[src/rtl/pipeline_hazard_controller_pkg.sv]
// Shared types and constants for the pipeline hazard controller and the
// pipeline register modules it steers.
package pipeline_hazard_controller_pkg;

  typedef enum logic {
    RUN       = 1'b0,
    MDIV_WAIT = 1'b1
  } hz_state_e;

  localparam logic [4:0]  REG_ZERO   = 5'd0;
  localparam logic [31:0] NOP_INSTR  = 32'h0000_0013;

endpackage

[src/rtl/pipeline_hazard_controller_if.sv]
// Hazard-controller bundle: pipeline status in, stage hold/flush/bubble out.
// The pipeline side is master, the controller is slave.
interface pipeline_hazard_controller_if #(
  parameter int CNT_WIDTH = 32
);
  logic [4:0]           ID_ADDR1;
  logic [4:0]           ID_ADDR2;
  logic                 ID_USES1;
  logic                 ID_USES2;
  logic [4:0]           EXE_ADDR;
  logic                 EXE_MEMREAD;
  logic                 EXE_MDIV;
  logic                 MDIV_DONE;
  logic                 BRANCH_TAKEN;
  logic                 IMEM_BUSYWAIT;
  logic                 DMEM_BUSYWAIT;
  logic                 PC_HOLD;
  logic                 IF_ID_HOLD;
  logic                 ID_EXE_HOLD;
  logic                 EXE_MEM_HOLD;
  logic                 MEM_WB_HOLD;
  logic                 IF_ID_FLUSH;
  logic                 ID_EXE_BUBBLE;
  logic                 EXE_MEM_BUBBLE;
  logic                 MDIV_START;
  logic                 MDIV_TIMEOUT;
  logic [CNT_WIDTH-1:0] STALL_CYCLES;

  modport master (
    output ID_ADDR1, ID_ADDR2, ID_USES1, ID_USES2, EXE_ADDR, EXE_MEMREAD,
           EXE_MDIV, MDIV_DONE, BRANCH_TAKEN, IMEM_BUSYWAIT, DMEM_BUSYWAIT,
    input  PC_HOLD, IF_ID_HOLD, ID_EXE_HOLD, EXE_MEM_HOLD, MEM_WB_HOLD,
           IF_ID_FLUSH, ID_EXE_BUBBLE, EXE_MEM_BUBBLE, MDIV_START,
           MDIV_TIMEOUT, STALL_CYCLES
  );

  modport slave (
    input  ID_ADDR1, ID_ADDR2, ID_USES1, ID_USES2, EXE_ADDR, EXE_MEMREAD,
           EXE_MDIV, MDIV_DONE, BRANCH_TAKEN, IMEM_BUSYWAIT, DMEM_BUSYWAIT,
    output PC_HOLD, IF_ID_HOLD, ID_EXE_HOLD, EXE_MEM_HOLD, MEM_WB_HOLD,
           IF_ID_FLUSH, ID_EXE_BUBBLE, EXE_MEM_BUBBLE, MDIV_START,
           MDIV_TIMEOUT, STALL_CYCLES
  );

endinterface

[src/rtl/pipeline_hazard_controller_hazard_match.sv]
// Source-register vs destination-register compare; x0 is never a producer.
module hazard_match
  import pipeline_hazard_controller_pkg::*;
(
  input  logic [4:0] rs_i,
  input  logic [4:0] rd_i,
  input  logic       use_i,
  output logic       match_o
);

  assign match_o = use_i && (rd_i != REG_ZERO) && (rs_i == rd_i);

endmodule

[src/rtl/pipeline_hazard_controller.sv]
// Stall/flush sequencer for the 5-stage pipeline: load-use, DIV/REM occupancy,
// taken-branch redirect and memory busywait, plus watchdog and stall counter.
module pipeline_hazard_controller
  import pipeline_hazard_controller_pkg::*;
#(
  parameter int MDIV_MAX_CYCLES = 40,
  parameter int CNT_WIDTH       = 32
) (
  input  logic                         CLK,
  input  logic                         RESET,
  pipeline_hazard_controller_if.slave  bus
);

  localparam int               WD_W   = $clog2(MDIV_MAX_CYCLES + 1);
  localparam logic [WD_W-1:0]  WD_MAX = WD_W'(MDIV_MAX_CYCLES);

  hz_state_e            state_q, state_d;
  logic [WD_W-1:0]      wd_q, wd_d;
  logic                 timeout_q, timeout_d;
  logic [CNT_WIDTH-1:0] cnt_q, cnt_d;

  logic match1, match2, load_use, freeze;
  logic pc_hold, if_id_hold, id_exe_hold, exe_mem_hold, mem_wb_hold;
  logic if_id_flush, id_exe_bubble, exe_mem_bubble, mdiv_start;

  hazard_match u_match_rs1 (
    .rs_i    (bus.ID_ADDR1),
    .rd_i    (bus.EXE_ADDR),
    .use_i   (bus.ID_USES1),
    .match_o (match1)
  );

  hazard_match u_match_rs2 (
    .rs_i    (bus.ID_ADDR2),
    .rd_i    (bus.EXE_ADDR),
    .use_i   (bus.ID_USES2),
    .match_o (match2)
  );

  assign load_use = bus.EXE_MEMREAD && (match1 || match2);
  assign freeze   = bus.IMEM_BUSYWAIT || bus.DMEM_BUSYWAIT;

  always_ff @(posedge CLK) begin
    if (RESET) begin
      state_q <= RUN;
    end else begin
      state_q <= state_d;
    end
  end

  // A frozen pipeline keeps its registers, so the FSM must not move either.
  always_comb begin
    state_d = state_q;
    if (!freeze) begin
      case (state_q)
        RUN:       if (bus.EXE_MDIV)  state_d = MDIV_WAIT;
        MDIV_WAIT: if (bus.MDIV_DONE) state_d = RUN;
        default:   state_d = RUN;
      endcase
    end
  end

  always_comb begin
    pc_hold        = 1'b0;
    if_id_hold     = 1'b0;
    id_exe_hold    = 1'b0;
    exe_mem_hold   = 1'b0;
    mem_wb_hold    = 1'b0;
    if_id_flush    = 1'b0;
    id_exe_bubble  = 1'b0;
    exe_mem_bubble = 1'b0;
    mdiv_start     = 1'b0;
    if (RESET) begin
      pc_hold = 1'b0;
    end else if (freeze) begin
      pc_hold      = 1'b1;
      if_id_hold   = 1'b1;
      id_exe_hold  = 1'b1;
      exe_mem_hold = 1'b1;
      mem_wb_hold  = 1'b1;
    end else if (state_q == MDIV_WAIT) begin
      if (!bus.MDIV_DONE) begin
        pc_hold        = 1'b1;
        if_id_hold     = 1'b1;
        id_exe_hold    = 1'b1;
        exe_mem_bubble = 1'b1;
      end
    end else if (bus.EXE_MDIV) begin
      mdiv_start     = 1'b1;
      pc_hold        = 1'b1;
      if_id_hold     = 1'b1;
      id_exe_hold    = 1'b1;
      exe_mem_bubble = 1'b1;
    end else if (bus.BRANCH_TAKEN) begin
      if_id_flush   = 1'b1;
      id_exe_bubble = 1'b1;
    end else if (load_use) begin
      pc_hold       = 1'b1;
      if_id_hold    = 1'b1;
      id_exe_bubble = 1'b1;
    end
  end

  // Watchdog counts only cycles the divider could actually make progress in.
  always_comb begin
    wd_d      = wd_q;
    timeout_d = timeout_q;
    if (!freeze) begin
      if (state_q == RUN && bus.EXE_MDIV) begin
        wd_d = '0;
      end else if (state_q == MDIV_WAIT && wd_q != WD_MAX) begin
        wd_d = wd_q + WD_W'(1);
      end
    end
    if (wd_d == WD_MAX) timeout_d = 1'b1;
  end

  always_comb begin
    cnt_d = cnt_q;
    if (pc_hold && cnt_q != '1) cnt_d = cnt_q + CNT_WIDTH'(1);
  end

  always_ff @(posedge CLK) begin
    if (RESET) begin
      wd_q      <= '0;
      timeout_q <= 1'b0;
      cnt_q     <= '0;
    end else begin
      wd_q      <= wd_d;
      timeout_q <= timeout_d;
      cnt_q     <= cnt_d;
    end
  end

  assign bus.PC_HOLD        = pc_hold;
  assign bus.IF_ID_HOLD     = if_id_hold;
  assign bus.ID_EXE_HOLD    = id_exe_hold;
  assign bus.EXE_MEM_HOLD   = exe_mem_hold;
  assign bus.MEM_WB_HOLD    = mem_wb_hold;
  assign bus.IF_ID_FLUSH    = if_id_flush;
  assign bus.ID_EXE_BUBBLE  = id_exe_bubble;
  assign bus.EXE_MEM_BUBBLE = exe_mem_bubble;
  assign bus.MDIV_START     = mdiv_start;
  assign bus.MDIV_TIMEOUT   = RESET ? 1'b0 : timeout_q;
  assign bus.STALL_CYCLES   = RESET ? '0 : cnt_q;

endmodule

[src/flat_wrapper.sv]
// flat-port wrapper written by rule: the top's interface ports become plain ports
module pipeline_hazard_controller_flat import pipeline_hazard_controller_pkg::*;
#(
  parameter int MDIV_MAX_CYCLES = 40,
  parameter int CNT_WIDTH       = 32
)
  (CLK, RESET, bus_ID_ADDR1, bus_ID_ADDR2, bus_ID_USES1, bus_ID_USES2, bus_EXE_ADDR, bus_EXE_MEMREAD, bus_EXE_MDIV, bus_MDIV_DONE, bus_BRANCH_TAKEN, bus_IMEM_BUSYWAIT, bus_DMEM_BUSYWAIT, bus_PC_HOLD, bus_IF_ID_HOLD, bus_ID_EXE_HOLD, bus_EXE_MEM_HOLD, bus_MEM_WB_HOLD, bus_IF_ID_FLUSH, bus_ID_EXE_BUBBLE, bus_EXE_MEM_BUBBLE, bus_MDIV_START, bus_MDIV_TIMEOUT, bus_STALL_CYCLES);
  pipeline_hazard_controller_if #(.CNT_WIDTH(CNT_WIDTH)) bus_i ();
  input  logic CLK;
  input  logic RESET;
  input wire logic [$bits(bus_i.ID_ADDR1)-1:0] bus_ID_ADDR1;
  input wire logic [$bits(bus_i.ID_ADDR2)-1:0] bus_ID_ADDR2;
  input wire logic [$bits(bus_i.ID_USES1)-1:0] bus_ID_USES1;
  input wire logic [$bits(bus_i.ID_USES2)-1:0] bus_ID_USES2;
  input wire logic [$bits(bus_i.EXE_ADDR)-1:0] bus_EXE_ADDR;
  input wire logic [$bits(bus_i.EXE_MEMREAD)-1:0] bus_EXE_MEMREAD;
  input wire logic [$bits(bus_i.EXE_MDIV)-1:0] bus_EXE_MDIV;
  input wire logic [$bits(bus_i.MDIV_DONE)-1:0] bus_MDIV_DONE;
  input wire logic [$bits(bus_i.BRANCH_TAKEN)-1:0] bus_BRANCH_TAKEN;
  input wire logic [$bits(bus_i.IMEM_BUSYWAIT)-1:0] bus_IMEM_BUSYWAIT;
  input wire logic [$bits(bus_i.DMEM_BUSYWAIT)-1:0] bus_DMEM_BUSYWAIT;
  output wire logic [$bits(bus_i.PC_HOLD)-1:0] bus_PC_HOLD;
  output wire logic [$bits(bus_i.IF_ID_HOLD)-1:0] bus_IF_ID_HOLD;
  output wire logic [$bits(bus_i.ID_EXE_HOLD)-1:0] bus_ID_EXE_HOLD;
  output wire logic [$bits(bus_i.EXE_MEM_HOLD)-1:0] bus_EXE_MEM_HOLD;
  output wire logic [$bits(bus_i.MEM_WB_HOLD)-1:0] bus_MEM_WB_HOLD;
  output wire logic [$bits(bus_i.IF_ID_FLUSH)-1:0] bus_IF_ID_FLUSH;
  output wire logic [$bits(bus_i.ID_EXE_BUBBLE)-1:0] bus_ID_EXE_BUBBLE;
  output wire logic [$bits(bus_i.EXE_MEM_BUBBLE)-1:0] bus_EXE_MEM_BUBBLE;
  output wire logic [$bits(bus_i.MDIV_START)-1:0] bus_MDIV_START;
  output wire logic [$bits(bus_i.MDIV_TIMEOUT)-1:0] bus_MDIV_TIMEOUT;
  output wire logic [$bits(bus_i.STALL_CYCLES)-1:0] bus_STALL_CYCLES;
  assign bus_i.ID_ADDR1 = bus_ID_ADDR1;
  assign bus_i.ID_ADDR2 = bus_ID_ADDR2;
  assign bus_i.ID_USES1 = bus_ID_USES1;
  assign bus_i.ID_USES2 = bus_ID_USES2;
  assign bus_i.EXE_ADDR = bus_EXE_ADDR;
  assign bus_i.EXE_MEMREAD = bus_EXE_MEMREAD;
  assign bus_i.EXE_MDIV = bus_EXE_MDIV;
  assign bus_i.MDIV_DONE = bus_MDIV_DONE;
  assign bus_i.BRANCH_TAKEN = bus_BRANCH_TAKEN;
  assign bus_i.IMEM_BUSYWAIT = bus_IMEM_BUSYWAIT;
  assign bus_i.DMEM_BUSYWAIT = bus_DMEM_BUSYWAIT;
  assign bus_PC_HOLD = bus_i.PC_HOLD;
  assign bus_IF_ID_HOLD = bus_i.IF_ID_HOLD;
  assign bus_ID_EXE_HOLD = bus_i.ID_EXE_HOLD;
  assign bus_EXE_MEM_HOLD = bus_i.EXE_MEM_HOLD;
  assign bus_MEM_WB_HOLD = bus_i.MEM_WB_HOLD;
  assign bus_IF_ID_FLUSH = bus_i.IF_ID_FLUSH;
  assign bus_ID_EXE_BUBBLE = bus_i.ID_EXE_BUBBLE;
  assign bus_EXE_MEM_BUBBLE = bus_i.EXE_MEM_BUBBLE;
  assign bus_MDIV_START = bus_i.MDIV_START;
  assign bus_MDIV_TIMEOUT = bus_i.MDIV_TIMEOUT;
  assign bus_STALL_CYCLES = bus_i.STALL_CYCLES;
  pipeline_hazard_controller #(.MDIV_MAX_CYCLES(MDIV_MAX_CYCLES), .CNT_WIDTH(CNT_WIDTH)) u_core (.CLK(CLK), .RESET(RESET), .bus(bus_i));
endmodule
[config.mk]
export PLATFORM = sky130hd
export DESIGN_NAME = pipeline_hazard_controller_flat
export DESIGN_NICKNAME = d
export VERILOG_FILES = /design/src/rtl/pipeline_hazard_controller_pkg.sv /design/src/rtl/pipeline_hazard_controller_if.sv /design/src/rtl/pipeline_hazard_controller_hazard_match.sv /design/src/rtl/pipeline_hazard_controller.sv /design/src/flat_wrapper.sv
export SDC_FILE = /design/constraint.sdc
export NUM_CORES = 1
export LEC_CHECK = 0
export BUFFER_PORTS_ARGS = -buffer_cell sky130_fd_sc_hd__buf_2
export CORE_MARGIN = 5
export CORE_UTILIZATION = 53
export DETAILED_ROUTE_END_ITERATION = 10
export GPL_ROUTABILITY_DRIVEN = 1
export GPL_TIMING_DRIVEN = 0
export PLACE_DENSITY = 0.8
export SYNTH_ARGS = -nofsm -noshare
export SYNTH_HDL_FRONTEND = slang
export SYNTH_HIERARCHICAL = 1
export SYNTH_SLANG_ARGS = --single-unit
[constraint.sdc]
create_clock -name CLK -period 2.6 [get_ports CLK]
set_input_delay 0.26 -clock CLK [delete_from_list [all_inputs] [get_ports CLK]]
set_output_delay 0.26 -clock CLK [all_outputs]
set_load 0.01 [all_outputs]
==> results of run 1 <==
==> critical path: stages, from the launching register on <==
cell     delay (ns)
dfxtp_1        0.39
ha_1           0.28
inv_1          0.12
nor4_2         0.40
o21ai_0        0.21
buf_2          0.23
nor4b_2        0.30
mux2_2         0.36
==> cell usage in the layout (no fill, tap or decap), drive strengths merged, types with 5 or more instances in the layout <==
cell	count
a21oi	7
and4	8
buf	73
clkbuf	13
dfxtp	40
inv	9
mux2	20
nand2	18
nand3	13
nand4	9
nor2	37
nor2b	30
nor3	10
nor3b	5
nor4	7
o21ai	12
o31ai	13
or4	6
xor2	8
==> path summary, 6_finish.rpt <==
kind,to,start,slack (ns),cells after the start
worst min-delay path,u_core/wd_q[2]$_SDFF_PP0_,bus_DMEM_BUSYWAIT,0.41,4
worst min register to register,u_core/cnt_q[31]$_SDFFE_PP0P_,u_core/cnt_q[31]$_SDFFE_PP0P_,0.51,2
worst max-delay path,u_core/cnt_q[16]$_SDFFE_PP0P_,u_core/cnt_q[0]$_SDFFE_PP0P_,0.19,7
worst max register to register,u_core/cnt_q[16]$_SDFFE_PP0P_,u_core/cnt_q[0]$_SDFFE_PP0P_,0.19,7
==> final cells by class <==
type	instances	area, um^2
Multi-Input combinational cell	235	1570
Inverter	9	33.8
Tap cell	54	67.6
Clock buffer	6	72.6
Timing Repair Buffer	66	330
Sequential cell	40	801
Clock inverter	1	5.00
Fill cell	426	1670
Buffer	14	81.3
==> stage by stage <==
step                      power, mW  setup slack (ns)  setup TNS (ns)  hold slack (ns)
after detailed placement      0.796           -0.0768          -0.203            0.492
after floorplan               0.733             0.393               0            0.456
after global placement        0.792           -0.0360         -0.0611            0.482
after global routing           1.24            0.0141               0            0.423
final                          1.18             0.188               0            0.411
after CTS                      1.19             0.220               0            0.409
==> state kept, by name, indices dropped and copies added, names as in the netlist <==
| register | count |
|---|---|
| u_core/cnt_q | 32 |
| u_core/wd_q | 6 |
| u_core/state_q | 1 |
| u_core/timeout_q | 1 |
==> power groups by stage <==
stage	registers [mW]	logic, mW	clock network, mW
after floorplan	0.649	0.0845	0
after global placement	0.651	0.141	0
after detailed placement	0.652	0.145	0
after CTS	0.637	0.145	0.410
after global routing	0.639	0.166	0.433
final	0.637	0.145	0.403
==> routing by layer <==
metal  GRT usage, %  wire length (um)  vias up
met5              0                 0        -
met4           7.17                68        0
met3           4.93               484        5
met2           38.6              3170       98
met1           27.4              2820     1117
li1               -                 -     1218
==> cell families (layout without fill, tap and decap cells) <==
family          after synthesis  in the layout  synth area share (%)
xor+xnor                     12             12                  4.23
mux                          21             21                  9.62
simple gates                159            159                  36.9
buf+inv                      23             96                  4.63
flops                        40             40                  32.2
compound gates               40             40                  10.9
fa+ha+maj                     3              3                  1.51
==> flow_metrics.py, run 1 <==
metrics = {
    "die": {
        "coreArea_um2": 4630,
        "die-area_um2": 6160,
        "die_h_um": 78.5,
        "io_pins": 67,
        "placementRows": 25,
        "start_util_pct": 53.7,
        "die_w_um": 78.5,
    },
    "sta": {
        "fmax_mhz": 415,
        "tightest_slew_ns": 0.589,
        "setup_viol": 0,
        "slew_headroom_pct": 60.3,
        "drv_slew": 0,
        "finalHoldViolations": 0,
        "finalCritPeriodShare_pct": 92.8,
        "period_needed_ns": 2.41,
        "clock_skew_ns": 0.00696,
        "rsz0062_at_grt": "false",
    },
    "run_status": {
        "status": "finished clean",
    },
    "placement": {
        "gp_congestion": 0.828,
        "placedInstanceArea_um2": 2880,
        "dp_cells": 418,
        "port-buffer-count": 66,
        "dpl.hpwl_um": 4990,
    },
    "clock_tree": {
        "cts_buffer_depth": 2,
        "cts_tree": "yes",
        "htreeDepth": 2,
        "cts_resized": 0,
        "path_clk_slew_ns": 0.08,
        "root_buffer": "clkbuf_8",
        "clk_latency_ns": 0.30,
        "hold_buffers": 0,
        "post-cts-setup-buffers": 0,
        "cts_made_buffers": 5,
        "cts_sinks": 40,
    },
    "synth": {
        "ys_types": 45,
        "synth_top_area_share_pct": 32.2,
        "yosysMostFrequentCell": "dfxtp_1",
        "syn_nets": 326,
        "synth-edff-count": 0,
        "syn_inst": 298,
        "synthTopCellsByArea": "dfxtp_1 32%, mux2_2 8.6%, nor2b_1 7.6%",
        "synthArstFlopShare_pct": 0,
        "synth_seq_cells": 40,
        "postSynthAreaPerCell_um2": 8.34,
        "ys_seq_area_share_pct": 32.2,
        "ys_warn_count": 6,
        "synth_top_area_cell": "dfxtp_1",
        "netlist_area_um2": 2480,
        "synth_commonest_cells": "40 x dfxtp_1, 37 x nor2_1, 30 x nor2b_1",
        "ys.flop_type": "dfxtp_1",
    },
    "cells_and_area": {
        "stdcell_count": 425,
        "fin_nets": 399,
        "fin_area_um2": 2960,
        "drive_gt1_share_pct": 29.1,
        "diodes": 0,
        "syn2layout_area_growth_pct": 19.1,
        "fin_util_pct": 63.9,
    },
    "pwr": {
        "p_leak_nw": 1.24,
        "pwr-share-comb_pct": 12.2,
        "powerDensity_nw_per_um2": 400,
        "swShare_pct": 26.9,
        "intPower_mw": 0.866,
        "seq_power_share_pct": 53.8,
        "switchingPower_mw": 0.319,
        "pwr-share-clk_pct": 34.0,
        "irDropWorstVdd_v": 0.000282,
    },
    "global_routing": {
        "grt_usage_pct": 22.3,
        "first_global_vias": 2398,
        "gr-total-overflow": 0,
        "grt_pass1_wl_um": 11100,
        "grt_max_degree": 12,
        "antenna_found_initial": 0,
    },
    "drt": {
        "vias_per_cell": 5.74,
        "firstDrtPassIters": 4,
        "dr.first_iter.drc_count": 146,
        "routedWlPerCell_um": 15.4,
        "drc": 0,
        "postRouteAntennaNets": 0,
        "vias": 2438,
        "totalWireLength_um": 6550,
    },
    "setup_path": {
        "cp.arrival_ns": 2.60,
        "start_kind": "register",
        "worstSetupPathType": "register to register",
        "worst_setup_path_end_kind": "register",
        "cp_max_fo": 10,
        "worstPathRequired_ns": 2.79,
    },
    "job": {
        "drv_cap": 0,
    },
    "worst_hold_path": {
        "hold_path_class": "input port to register",
    },
}
(Power assumes the default switching activity.)
==> run 2, diff against run 1 <==
Settings changed: ABC_AREA set to 1, CORE_UTILIZATION 53 to 55, PLACE_DENSITY 0.8 to 0.81.
==> run 2 against run 1 <==
Clock-buffer cell count is 1 lower. Register-to-register slack better by 0.52 ns. Clock power rose by 27%. Critical endpoint is now bus_PC_HOLD. Largest power group unchanged.
==> flow_metrics.py, run 2 <==
metrics = {
    "cells_and_area": {
        "fin_util_pct": 65.5,
        "largest_reg_flops": 32,
        "regMostFlops": "u_core/cnt_q",
        "diodes": 0,
        "fin_nets": 640,
        "stdcell_count": 685,
        "final_cell_mix": "167 x nand2_1, 99 x nor2_1, 77 x inv_1, 66 x buf_2, 40 x dfxtp_1",
        "final_common_cell": "nand2_1",
        "syn2layout_area_growth_pct": 17.2,
        "reg_top3": "u_core/cnt_q (32), u_core/wd_q (6)",
        "drive_gt1_share_pct": 17.9,
    },
    "global_routing": {
        "met1_usage_pct": 30.5,
        "grt_max_degree": 14,
        "gr-max-usage-layer": "met2",
        "gr-total-overflow": 0,
        "first_global_vias": 3134,
        "met3_usage_pct": 3.24,
        "antenna_found_initial": 0,
        "met2_usage_pct": 39.2,
        "grt_pass1_wl_um": 13800,
        "grt_usage_pct": 23.0,
    },
    "sta": {
        "setup_slack_ns": 0.710,
        "setup-tns-final_ns": 0,
        "tightest_slew_ns": 0.563,
        "clock_skew_ns": 0.0104,
        "finalHoldViolations": 0,
        "slew_headroom_pct": 62.5,
        "period_needed_ns": 1.89,
        "drv_slew": 0,
        "setup_viol": 0,
        "fmax_mhz": 529,
        "rsz0062_at_grt": "false",
        "finalCritPeriodShare_pct": 72.7,
    },
    "clock_tree": {
        "root_buffer": "clkbuf_8",
        "cts_made_buffers": 5,
        "hold_buffers": 0,
        "path_clk_slew_ns": 0.08,
        "cts_resized": 0,
        "cts_buffer_depth": 2,
        "clk_latency_ns": 0.29,
        "post-cts-setup-buffers": 0,
        "htreeDepth": 2,
        "cts_tree": "yes",
        "cts_sinks": 40,
    },
    "setup_path": {
        "path_delay_family": "simple AND/OR/NAND/NOR gates",
        "critical-path-max-stage-delay_ns": 0.30,
        "cp_cell_sequence": "buf_4 -> nor2_1 -> a21oi_1 -> nand2_1 -> nand3_2 -> buf_4 -> buf_2",
        "cpMostUsedCell": "buf_4",
        "worst_path_max_delay_cell": "dfxtp_1",
        "worstPathRequired_ns": 2.34,
        "worstSetupPathType": "register to output pin",
        "worst_setup_path_end_kind": "output pin",
        "start_kind": "register",
        "cp.arrival_ns": 1.63,
        "cp_max_fo": 9,
        "path_buf_inv": 3,
    },
    "pwr": {
        "p_leak_nw": 1.67,
        "irDropWorstVdd_v": 0.000336,
        "finalPower_mw": 1.33,
        "powerDensity_nw_per_um2": 370,
    },
    "die": {
        "start_util_pct": 55.9,
        "coreArea_um2": 5470,
        "placementRows": 27,
        "io_pins": 67,
        "die-area_um2": 7150,
        "die_h_um": 84.6,
        "die_w_um": 84.6,
    },
    "drt": {
        "drc": 0,
        "firstDrtPassIters": 5,
        "vias": 3495,
        "totalWireLength_um": 8240,
        "routedWlPerCell_um": 12.0,
        "dr.first_iter.drc_count": 299,
        "vias_per_cell": 5.10,
        "postRouteAntennaNets": 0,
    },
    "synth": {
        "synthTopCellsByArea": "dfxtp_1 26%, nand2_1 20%, nor2_1 12%",
        "ys_seq_area_share_pct": 26.2,
        "netlist_area_um2": 3060,
        "synth_seq_cells": 40,
        "postSynthAreaPerCell_um2": 5.67,
        "syn_nets": 568,
        "synth_commonest_cells": "167 x nand2_1, 99 x nor2_1, 77 x inv_1",
        "ys_types": 32,
        "ys.flop_type": "dfxtp_1",
        "synth_top_area_cell": "dfxtp_1",
        "yosysMostFrequentCell": "nand2_1",
        "syn_inst": 540,
        "synth_top_area_share_pct": 26.2,
        "synthArstFlopShare_pct": 0,
        "ys_warn_count": 6,
        "synth-edff-count": 0,
    },
    "worst_hold_path": {
        "hold_path_class": "input port to register",
    },
    "run_status": {
        "status": "finished clean",
    },
    "placement": {
        "dp_cells": 677,
        "dpl.hpwl_um": 6590,
        "dp_slack_ns": 0.692,
        "gp_congestion": 1.02,
        "port-buffer-count": 65,
    },
    "job": {
        "drv_cap": 0,
    },
}
[run 2: changes by cell type in the layout (fill, tap and decap cells not counted), sizes merged, moves of 5 or more]
cell,delta
nand2,+155
inv,+72
nor2,+71
nor2b,-30
nand3,+24
mux2,-20
a21oi,+19
o31ai,-13
nor3,+12
and4,-8
nor4,-7
or4,-6
nor3b,-5
[run 2: area by class of cell]
cell class                 instances  area [um^2]
clock buffer                       5         68.8
multi-input combinational        401         1830
inverter                          83          312
clock inverter                     3         42.5
fill                             532         1890
buffer                            16          121
sequential                        40          801
timing repair buffer              65          325
tap                               72         90.1
[run 2: worst reg2reg max path, cell delays in order, from the launching register on]
cell and delay (ns):
dfxtp_1 0.37, ha_1 0.20, nand2_1 0.08, nor2_2 0.23
nand2_2 0.16, nor2_4 0.14, nand2_4 0.09, nand2_8 0.11
inv_2 0.08, buf_6 0.16, nand2_1 0.08, a21oi_2 0.05
[run 2: power breakdown]
group	leakage [nW]	switching [mW]	total, mW	internal [mW]
registers	0.323	0.00439	0.622	0.618
logic	1.30	0.120	0.191	0.0712
clock network	0.0541	0.228	0.513	0.284
total	1.67	0.353	1.33	0.973
[run 2: path summary, 6_finish.rpt]
kind                                         to  cells after the start                          start  slack (ns)
setup reg to reg  u_core/cnt_q[25]$_SDFFE_PP0P_                     11   u_core/cnt_q[1]$_SDFFE_PP0P_        0.71
setup / recovery                    bus_PC_HOLD                      7    u_core/state_q$_SDFFE_PP0P_        0.71
hold reg to reg   u_core/timeout_q$_SDFFE_PP0N_                      2  u_core/timeout_q$_SDFFE_PP0N_        0.46
hold / removal        u_core/wd_q[5]$_SDFF_PP0_                      2                          RESET        0.25
[run 2: logic make-up after synthesis]
kind of cell / synth area share, %
buffers and inverters: 14.2
xor gates and xnor gates: 2.00
DFF: 26.2
and+or+nand+nor: 48.7
adders and majority gates: 1.23
AOI/OAI and AO/OA: 7.73
[run 2: layer usage]
metal	wire, um	part of all wire (%)	vias to the layer above
met5	0	0	-
met4	102	1.2	0
met3	559	6.8	12
met2	3820	46	122
met1	3750	46	1557
li1	-	-	1804
[run 2: metrics by stage]
step	area [um^2]	hold slack, ns
6_report	3590	0.247
4_1_cts	3590	0.245
5_1_grt	3590	0.254
3_5_place_dp	3470	0.437
3_3_place_gp	3470	0.433
2_1_floorplan	3060	0.421
